**src/rtl/aes_out_fifo_sequencer_pkg.sv**
```systemverilog
// Shared state encodings and sizing helpers for the AES output FIFO sequencer.
// The bench imports the same encodings.
package aes_out_fifo_sequencer_pkg;

  typedef enum logic [1:0] {
    ST_IDLE    = 2'd0,
    ST_COLLECT = 2'd1,
    ST_DONE    = 2'd2,
    ST_DRAIN   = 2'd3
  } seq_state_e;

  // A rotation pointer needs at least one bit, even for a single core.
  function automatic int ptr_width(input int n);
    return (n > 1) ? $clog2(n) : 1;
  endfunction

endpackage

```
**src/rtl/aes_out_fifo_sequencer.sv**
```systemverilog
// Gathers results from NUM_CORES AES cores in strict rotation and writes them to the
// output FIFO in block order, then hands the batch to the AXI-Stream master.
module aes_out_fifo_sequencer
  import aes_out_fifo_sequencer_pkg::*;
#(
  parameter int NUM_CORES       = 2,
  parameter int FIFO_SIZE       = 16,
  parameter int FIFO_ADDR_WIDTH = 4,
  parameter int FIFO_DATA_WIDTH = 128
) (
  input  logic                                 m00_axis_aclk,
  input  logic                                 m00_axis_areset,
  input  logic                                 batch_start,
  input  logic [FIFO_ADDR_WIDTH-1:0]           batch_blk_no,
  input  logic [NUM_CORES-1:0]                 core_req,
  input  logic [NUM_CORES*FIFO_DATA_WIDTH-1:0] core_data,
  output logic [NUM_CORES-1:0]                 core_grant,
  output logic                                 aes_controller_out_fifo_w_e,
  output logic [FIFO_ADDR_WIDTH-1:0]           aes_controller_out_fifo_addr,
  output logic [FIFO_DATA_WIDTH-1:0]           aes_controller_out_fifo_data,
  output logic [FIFO_ADDR_WIDTH-1:0]           aes_controller_out_fifo_blk_no,
  output logic                                 processing_done,
  input  logic                                 axis_out_fifo_tx_done,
  output logic                                 busy
);

  localparam int                         PTR_W    = ptr_width(NUM_CORES);
  localparam logic [PTR_W-1:0]           PTR_LAST = PTR_W'(NUM_CORES - 1);
  localparam logic [PTR_W-1:0]           PTR_ONE  = PTR_W'(1);
  localparam logic [FIFO_ADDR_WIDTH-1:0] CNT_ONE  = FIFO_ADDR_WIDTH'(1);

  seq_state_e                  state_q, state_d;
  logic [PTR_W-1:0]            ptr_q, ptr_d;
  logic [FIFO_ADDR_WIDTH-1:0]  wr_cnt_q, wr_cnt_d;
  logic [FIFO_ADDR_WIDTH-1:0]  blk_no_q, blk_no_d;
  logic                        w_e_q, w_e_d;
  logic [FIFO_ADDR_WIDTH-1:0]  addr_q, addr_d;
  logic [FIFO_DATA_WIDTH-1:0]  data_q, data_d;
  logic                        done_q, done_d;

  logic                        in_collect;
  logic                        grant_any;
  logic                        batch_ok;
  logic                        final_grant;
  logic [FIFO_DATA_WIDTH-1:0]  core_slice;

  assign in_collect  = (state_q == ST_COLLECT);
  assign batch_ok    = batch_start && (batch_blk_no != '0) && (int'(batch_blk_no) < FIFO_SIZE);
  assign final_grant = (wr_cnt_q == (blk_no_q - CNT_ONE));
  assign core_slice  = core_data[FIFO_DATA_WIDTH*int'(ptr_q) +: FIFO_DATA_WIDTH];

  // Only the core whose turn it is can be granted; others wait even when requesting.
  for (genvar gi = 0; gi < NUM_CORES; gi++) begin : g_grant
    assign core_grant[gi] = in_collect && core_req[gi] && (ptr_q == PTR_W'(gi));
  end

  assign grant_any = |core_grant;

  always_comb begin
    state_d  = state_q;
    ptr_d    = ptr_q;
    wr_cnt_d = wr_cnt_q;
    blk_no_d = blk_no_q;
    w_e_d    = 1'b0;
    addr_d   = addr_q;
    data_d   = data_q;
    done_d   = (state_q == ST_DONE);

    case (state_q)
      ST_IDLE: begin
        if (batch_ok) begin
          blk_no_d = batch_blk_no;
          wr_cnt_d = '0;
          ptr_d    = '0;
          state_d  = ST_COLLECT;
        end
      end
      ST_COLLECT: begin
        if (grant_any) begin
          w_e_d  = 1'b1;
          addr_d = wr_cnt_q;
          data_d = core_slice;
          ptr_d  = (ptr_q == PTR_LAST) ? '0 : (ptr_q + PTR_ONE);
          // The count stops at blk_no-1 so it never runs past the batch.
          if (final_grant) begin
            state_d = ST_DONE;
          end else begin
            wr_cnt_d = wr_cnt_q + CNT_ONE;
          end
        end
      end
      ST_DONE: begin
        state_d = ST_DRAIN;
      end
      ST_DRAIN: begin
        if (axis_out_fifo_tx_done) begin
          state_d = ST_IDLE;
        end
      end
      default: begin
        state_d = ST_IDLE;
      end
    endcase
  end

  always_ff @(posedge m00_axis_aclk or posedge m00_axis_areset) begin
    if (m00_axis_areset) begin
      state_q  <= ST_IDLE;
      ptr_q    <= '0;
      wr_cnt_q <= '0;
      blk_no_q <= '0;
      w_e_q    <= 1'b0;
      addr_q   <= '0;
      data_q   <= '0;
      done_q   <= 1'b0;
    end else begin
      state_q  <= state_d;
      ptr_q    <= ptr_d;
      wr_cnt_q <= wr_cnt_d;
      blk_no_q <= blk_no_d;
      w_e_q    <= w_e_d;
      addr_q   <= addr_d;
      data_q   <= data_d;
      done_q   <= done_d;
    end
  end

  // processing_done trails the final write by a cycle so a two-cycle SRAM read sees it.
  assign processing_done                = done_q;
  assign aes_controller_out_fifo_w_e    = w_e_q;
  assign aes_controller_out_fifo_addr   = addr_q;
  assign aes_controller_out_fifo_data   = data_q;
  assign aes_controller_out_fifo_blk_no = blk_no_q;
  assign busy                           = (state_q != ST_IDLE);

endmodule
```
**config.mk**
```make
export PLATFORM = sky130hd
export DESIGN_NAME = aes_out_fifo_sequencer
export DESIGN_NICKNAME = d
export VERILOG_FILES = /design/src/rtl/aes_out_fifo_sequencer_pkg.sv /design/src/rtl/aes_out_fifo_sequencer.sv
export SDC_FILE = /design/constraint.sdc
export NUM_CORES = 1
export LEC_CHECK = 0
export CAP_MARGIN = 20
export CORE_AREA = 2 2 158 160
export DETAILED_ROUTE_END_ITERATION = 7
export DIE_AREA = 0 0 160 162
export GPL_ROUTABILITY_DRIVEN = 0
export PLACE_DENSITY = 0.75
export SYNTH_ARGS = -nofsm -noshare
export SYNTH_HDL_FRONTEND = slang
export SYNTH_SLANG_ARGS = --single-unit
```
**constraint.sdc**
```tcl
create_clock -name m00_axis_aclk -period 5.7 [get_ports m00_axis_aclk]
set_clock_uncertainty 0.1 [all_clocks]
set_input_delay 1.14 -clock m00_axis_aclk [delete_from_list [all_inputs] [get_ports m00_axis_aclk]]
set_output_delay 1.14 -clock m00_axis_aclk [all_outputs]
set_load 0.05 [all_outputs]
```
Word level (Yosys, flattened, before mapping). Cells that the tools add are included.

Flip-flop bits (word level): 145. Input port bits: 266. Word-level logic and storage cells: 52.

Add/subtract/negate cells: 3. Eq/ne operators: 9. Shift-type cells: 1. Mux-type cells: 15. Bitwise gates (word level): 1. Reductions and logical operators: 15.

Operators with widths (count): $shiftx 256x9->128 (1); $mux 4 (3); $mux 2 (4); $pmux 2 s4 (1); $pmux 4 s2 (1); $reduce_and 4->1 (2); $ne 2x2->1 const B (3); $logic_and 1x1->1 (5); $mux 1 (5); $add 4x1->4 const B (1); $eq 2x2->1 const B (2); $eq 4x4->1 (1); $ne 2x1->1 const B (2); $reduce_and 2->1 (2); $reduce_bool 2->1 (2); $reduce_bool 4->1 (1); $sub 4x1->4 const B (1); $reduce_and 3->1 (1); $eq 2x1->1 const B (1); $logic_not 2->1 (1); $pmux 1 s2 (1); $reduce_or 2->1 (1); $add 1x1->1 const B (1); $not 1->1 (1).

Logic depth before layout (Yosys ltp).
Word-level depth: 6. Mapped depth: 8. Mapped depth without buffers: 7.

Worst setup path before layout. Ideal clock, no wire load.

Path kind: input to output. From: in core_req[0]. To: out core_grant[0]. Arrival time: 1.836 ns. Setup slack: 2.624 ns. Stages on the path: 2. Path buffers: 0. Path through: nand2_1 -> nor2_1.

Word-level cells in the longest chain between the ends: 2.

RTL lines: from (decl) (line aes_out_fifo_sequencer.sv:15) `input logic [NUM_CORES-1:0] core_req,`; $logic_and 1x1->1 (2 in series) (line aes_out_fifo_sequencer.sv:54) `assign core_grant[gi] = in_collect && core_req[gi] && (ptr_q == PTR_W'(gi));`; to (decl) (line aes_out_fifo_sequencer.sv:17) `output logic [NUM_CORES-1:0] core_grant,`.

No other way between the ends.

Worst setup path after layout.
From: in core_req[1]. To: out core_grant[1].

Same word-level chain as after synthesis.

==> summary.md <==
| Metric | Value |
|---|---|
| Hold depth | `2` |
| Synth-to-Final Area Change | `73.04%` |
| Hold Startpoint | `aes_controller_out_fifo_data[97]` |
| WL final | `approximately 21 mm` |
| Maximum root-to-sink buffer count | `2` |
| Mapped Area | `6743 um2` |
| Synth async-reset ratio | `100.0%` |
| Clk pin slew, worst setup/hold paths | `60 ps` |
| Post-CTS Setup Bufs | `0` |
| GR peak layer | `met2` |
| CTS buffer count | `17` |
| Seq/Total Area, Yosys | `approximately 54%` |
| Sum of negative setup slack | `0 ps` |
| Via density | `4.408` |
| Vias in the first global route | `6109` |
| Number of enable flip-flop cells after synthesis | `0` |
| Reg-to-reg setup timing slack | `2940 ps` |
| Fillers | `roughly 2300` |
| Unrepaired setup endpoints after global routing | `false` |
| Status | `completed` |
| Sw frac | `between 40% and 50%` |
| Placed inst area | `11090 um2` |
| CTS root buf | `clkbuf_16` |
| Detailed-route DRC error count | `0` |
| Slew margin rel. | `30.15%` |
| Combinational share of power | `58.9%` |
| Crit path from | `core_req[1]` |
| HPWL after detailed placement | `16.32 mm` |
| Slew @ Worst Pin | `roughly 1000 ps` |
| Initial DRC count | `242` |
| Max_cap viols | `0` |
| Final Hold Fails | `0` |
| Skew-Pair Late Insertion Delay | `410 ps` |
| Cts repair resizes | `0` |
| Internal power | `3.633 mW` |
| Drt first pass iters | `4` |
| Clock network power share | `15.4%` |
| Yosys warns | `0` |
| Average cell area after synthesis | `between 10 and 15 um2` |
| Max-slew violations | `0` |
| # rows | `57` |
| Flops & latches, synth | `about 150` |
| Synth Instances | `641` |
| GRT Overall Usage | `between 10% and 20%` |
| Port bufs | `406` |
| Die Area | `25920 um2` |
| Reg2reg end | `aes_controller_out_fifo_data[40]` |
| Largest net degree at the start of global routing | `approximately 190` |
| Top post-synthesis cells by area | `dfrtp_1 54%, mux2i_1 19%, o21ai_0 9.6%` |
| Post-synth top flop | `dfrtp_1` |
| LEAKAGE | `around 5 nW` |
| CTS tree | `yes` |
| RR Startpoint | `ptr_q` |
| Period minus WS final | `3838 ps` |
| Met2 usage | `28.28%` |
| Critical path peak fanout | `2` |
| Net count, final | `1299` |
| Diodes inserted | `0` |
| Area of the core | `24110 um2` |
| Initial Util | `27.97%` |
| Vias | `6012` |
| Startpoint Class | `input pin` |
| WL per Instance | `15.54 um` |
| First-pass GRT wire length | `33.46 mm` |
| Fin crit share | `67.34%` |
| Most frequent cell after synthesis | `dfrtp_1` |
| Synth area leader | `dfrtp_1` |
| Cell area after layout | `11670 um2` |
| Remaining Overflow, GRT | `0` |
| Clk sinks | `145` |
| GR Layer Usage met3 | `roughly 4.8%` |
| Fmax | `0.2605 GHz` |
| Distinct cells, synth | `32` |
| Fraction of layout cells with a size suffix above 1 | `a little over 5%` |
| Worst Hold Path EP | `aes_controller_out_fifo_data[97]` |
| Worst vdd ir | `0.0003915 V` |
| Top-area cell type share of the netlist area | `53.81%` |
| Hold/Removal Path Class | `register to register` |
| ANT nets after route | `0` |
| Met1 global-route usage | `19.40%` |
| WP data required | `4460 ps` |
| Setup violations, final | `0` |
| Top cells by count, synth | `145 x dfrtp_1, 134 x nand2_1, 130 x o21ai_0, 129 x mux2i_1, 27 x clkbuf_1` |
| Initial antenna violation count | `0` |
| Ports | `407` |
| Net Sw Power | `3.440 mW` |
| Worst r2r path cells | `4` |
| Critical path class | `input pin to primary output` |
| Sequential Power Share | `25.7%` |
| Die Span X | `~160 um` |
| Hold-fix buffer count after cts | `0` |
| Syn nets | `913` |
| Pwr Density | `606.2 nW/um2` |
| Critical path endpoint category | `primary output` |
| Chip Height | `162 um` |
| Crit path arrival time | `2600 ps` |
| Htree depth | `4` |
==> power by group through the flow <==
stage / sequential [mW] / clock [mW] / combinational (mW)
2_1_floorplan: 3.39 / 0 / 1.19
3_3_place_gp: 1.82 / 0 / 4.16
3_5_place_dp: 1.84 / 0 / 4.21
4_1_cts: 1.82 / 1.12 / 4.21
5_1_grt: 1.89 / 1.17 / 4.43
6_report: 1.82 / 1.09 / 4.17
==> state kept, by name (all words and copies together) (netlist names) <==
signal / cells
processing_done: 1
aes_controller_out_fifo_data: 128
state_q: 2
aes_controller_out_fifo_blk_no: 4
wr_cnt_q: 4
ptr_q: 1
aes_controller_out_fifo_w_e: 1
aes_controller_out_fifo_addr: 4
==> cells in the final DEF (no fill, tap or decap), types with 2 or more instances in the layout <==
cell type | synthesis | layout
a31oi_1 | 2 | 2
xnor2_1 | 3 | 3
o211ai_1 | 2 | 2
mux2_2 | 9 | 9
dfrtp_1 | 145 | 144
clkbuf_8 | 0 | 2
mux2i_1 | 129 | 129
nand2_1 | 134 | 134
nor2_1 | 3 | 3
clkinvlp_4 | 0 | 3
and3_1 | 4 | 4
nand3_1 | 4 | 4
inv_1 | 9 | 8
clkinv_4 | 0 | 4
clkbuf_16 | 0 | 17
clkdlybuf4s50_1 | 0 | 406
inv_6 | 0 | 4
ha_1 | 6 | 6
o21ai_0 | 130 | 130
buf_4 | 1 | 6
==> stage by stage <==
step | power (mW) | util (%) | setup WS (ps) | std cells | hold slack [ps]
2_1_floorplan | 4.572 | - | 565.4 | 641 | 434.3
3_3_place_gp | 5.978 | 45.99 | 1848 | 1332 | 360.1
3_5_place_dp | 6.050 | 45.99 | 1872 | 1332 | 369.1
4_1_cts | 7.163 | 48.40 | 1859 | 1364 | 382.9
5_1_grt | 7.484 | 48.40 | 1763 | 1364 | 405.1
6_report | 7.073 | 48.40 | 1862 | 1364 | 374.7
==> critical path, cell delays in order <==
cell             delay (ps)
clkdlybuf4s50_1         480
and3_1                  170
clkdlybuf4s50_1         800
==> layout make-up <==
type                    instances  area (um2)  share of cell area (%)
repair buffers                412        4109                   35.22
multi-input cells             442        2900                   24.86
clock inverters                12       125.1                   1.072
well taps                     324       405.4                   3.475
flip-flops and latches        145        3632                   31.13
clock buffers                  20       456.7                   3.914
inverters                       9       38.79                  0.3324
==> how the worst max path moves through the flow <==
stage                                      endpoint  slack (ps)  cells past startpoint
global route                          core_grant[0]        1760                      4
floorplan           aes_controller_out_fifo_addr[0]         570                      1
detailed placement                    core_grant[1]        1870                      3
global placement                      core_grant[0]        1850                      4
CTS                                   core_grant[1]        1860                      3
finish                                core_grant[1]        1860                      3
==> metal layers <==
metal / vias to the layer above / share of wire [%]
met1: 2768 / 41
met4: 0 / 1.9
li1: 2987 / -
met2: 229 / 50
met3: 28 / 6.7
met5: - / 0
==> logic make-up (layout without fill, tap and decap cells) <==
| family | after synthesis | in the layout | synth area share (%) |
|---|---|---|---|
| simple gates | 152 | 152 | 9.000 |
| buf+inv | 54 | 453 | 3.377 |
| compound gates | 140 | 140 | 10.95 |
| xor+xnor | 5 | 5 | 0.8722 |
| fa+ha+maj | 6 | 6 | 1.113 |
| flops | 145 | 145 | 53.81 |
| mux | 139 | 139 | 20.88 |
Note: power is estimated with default switching activity, not from simulation.
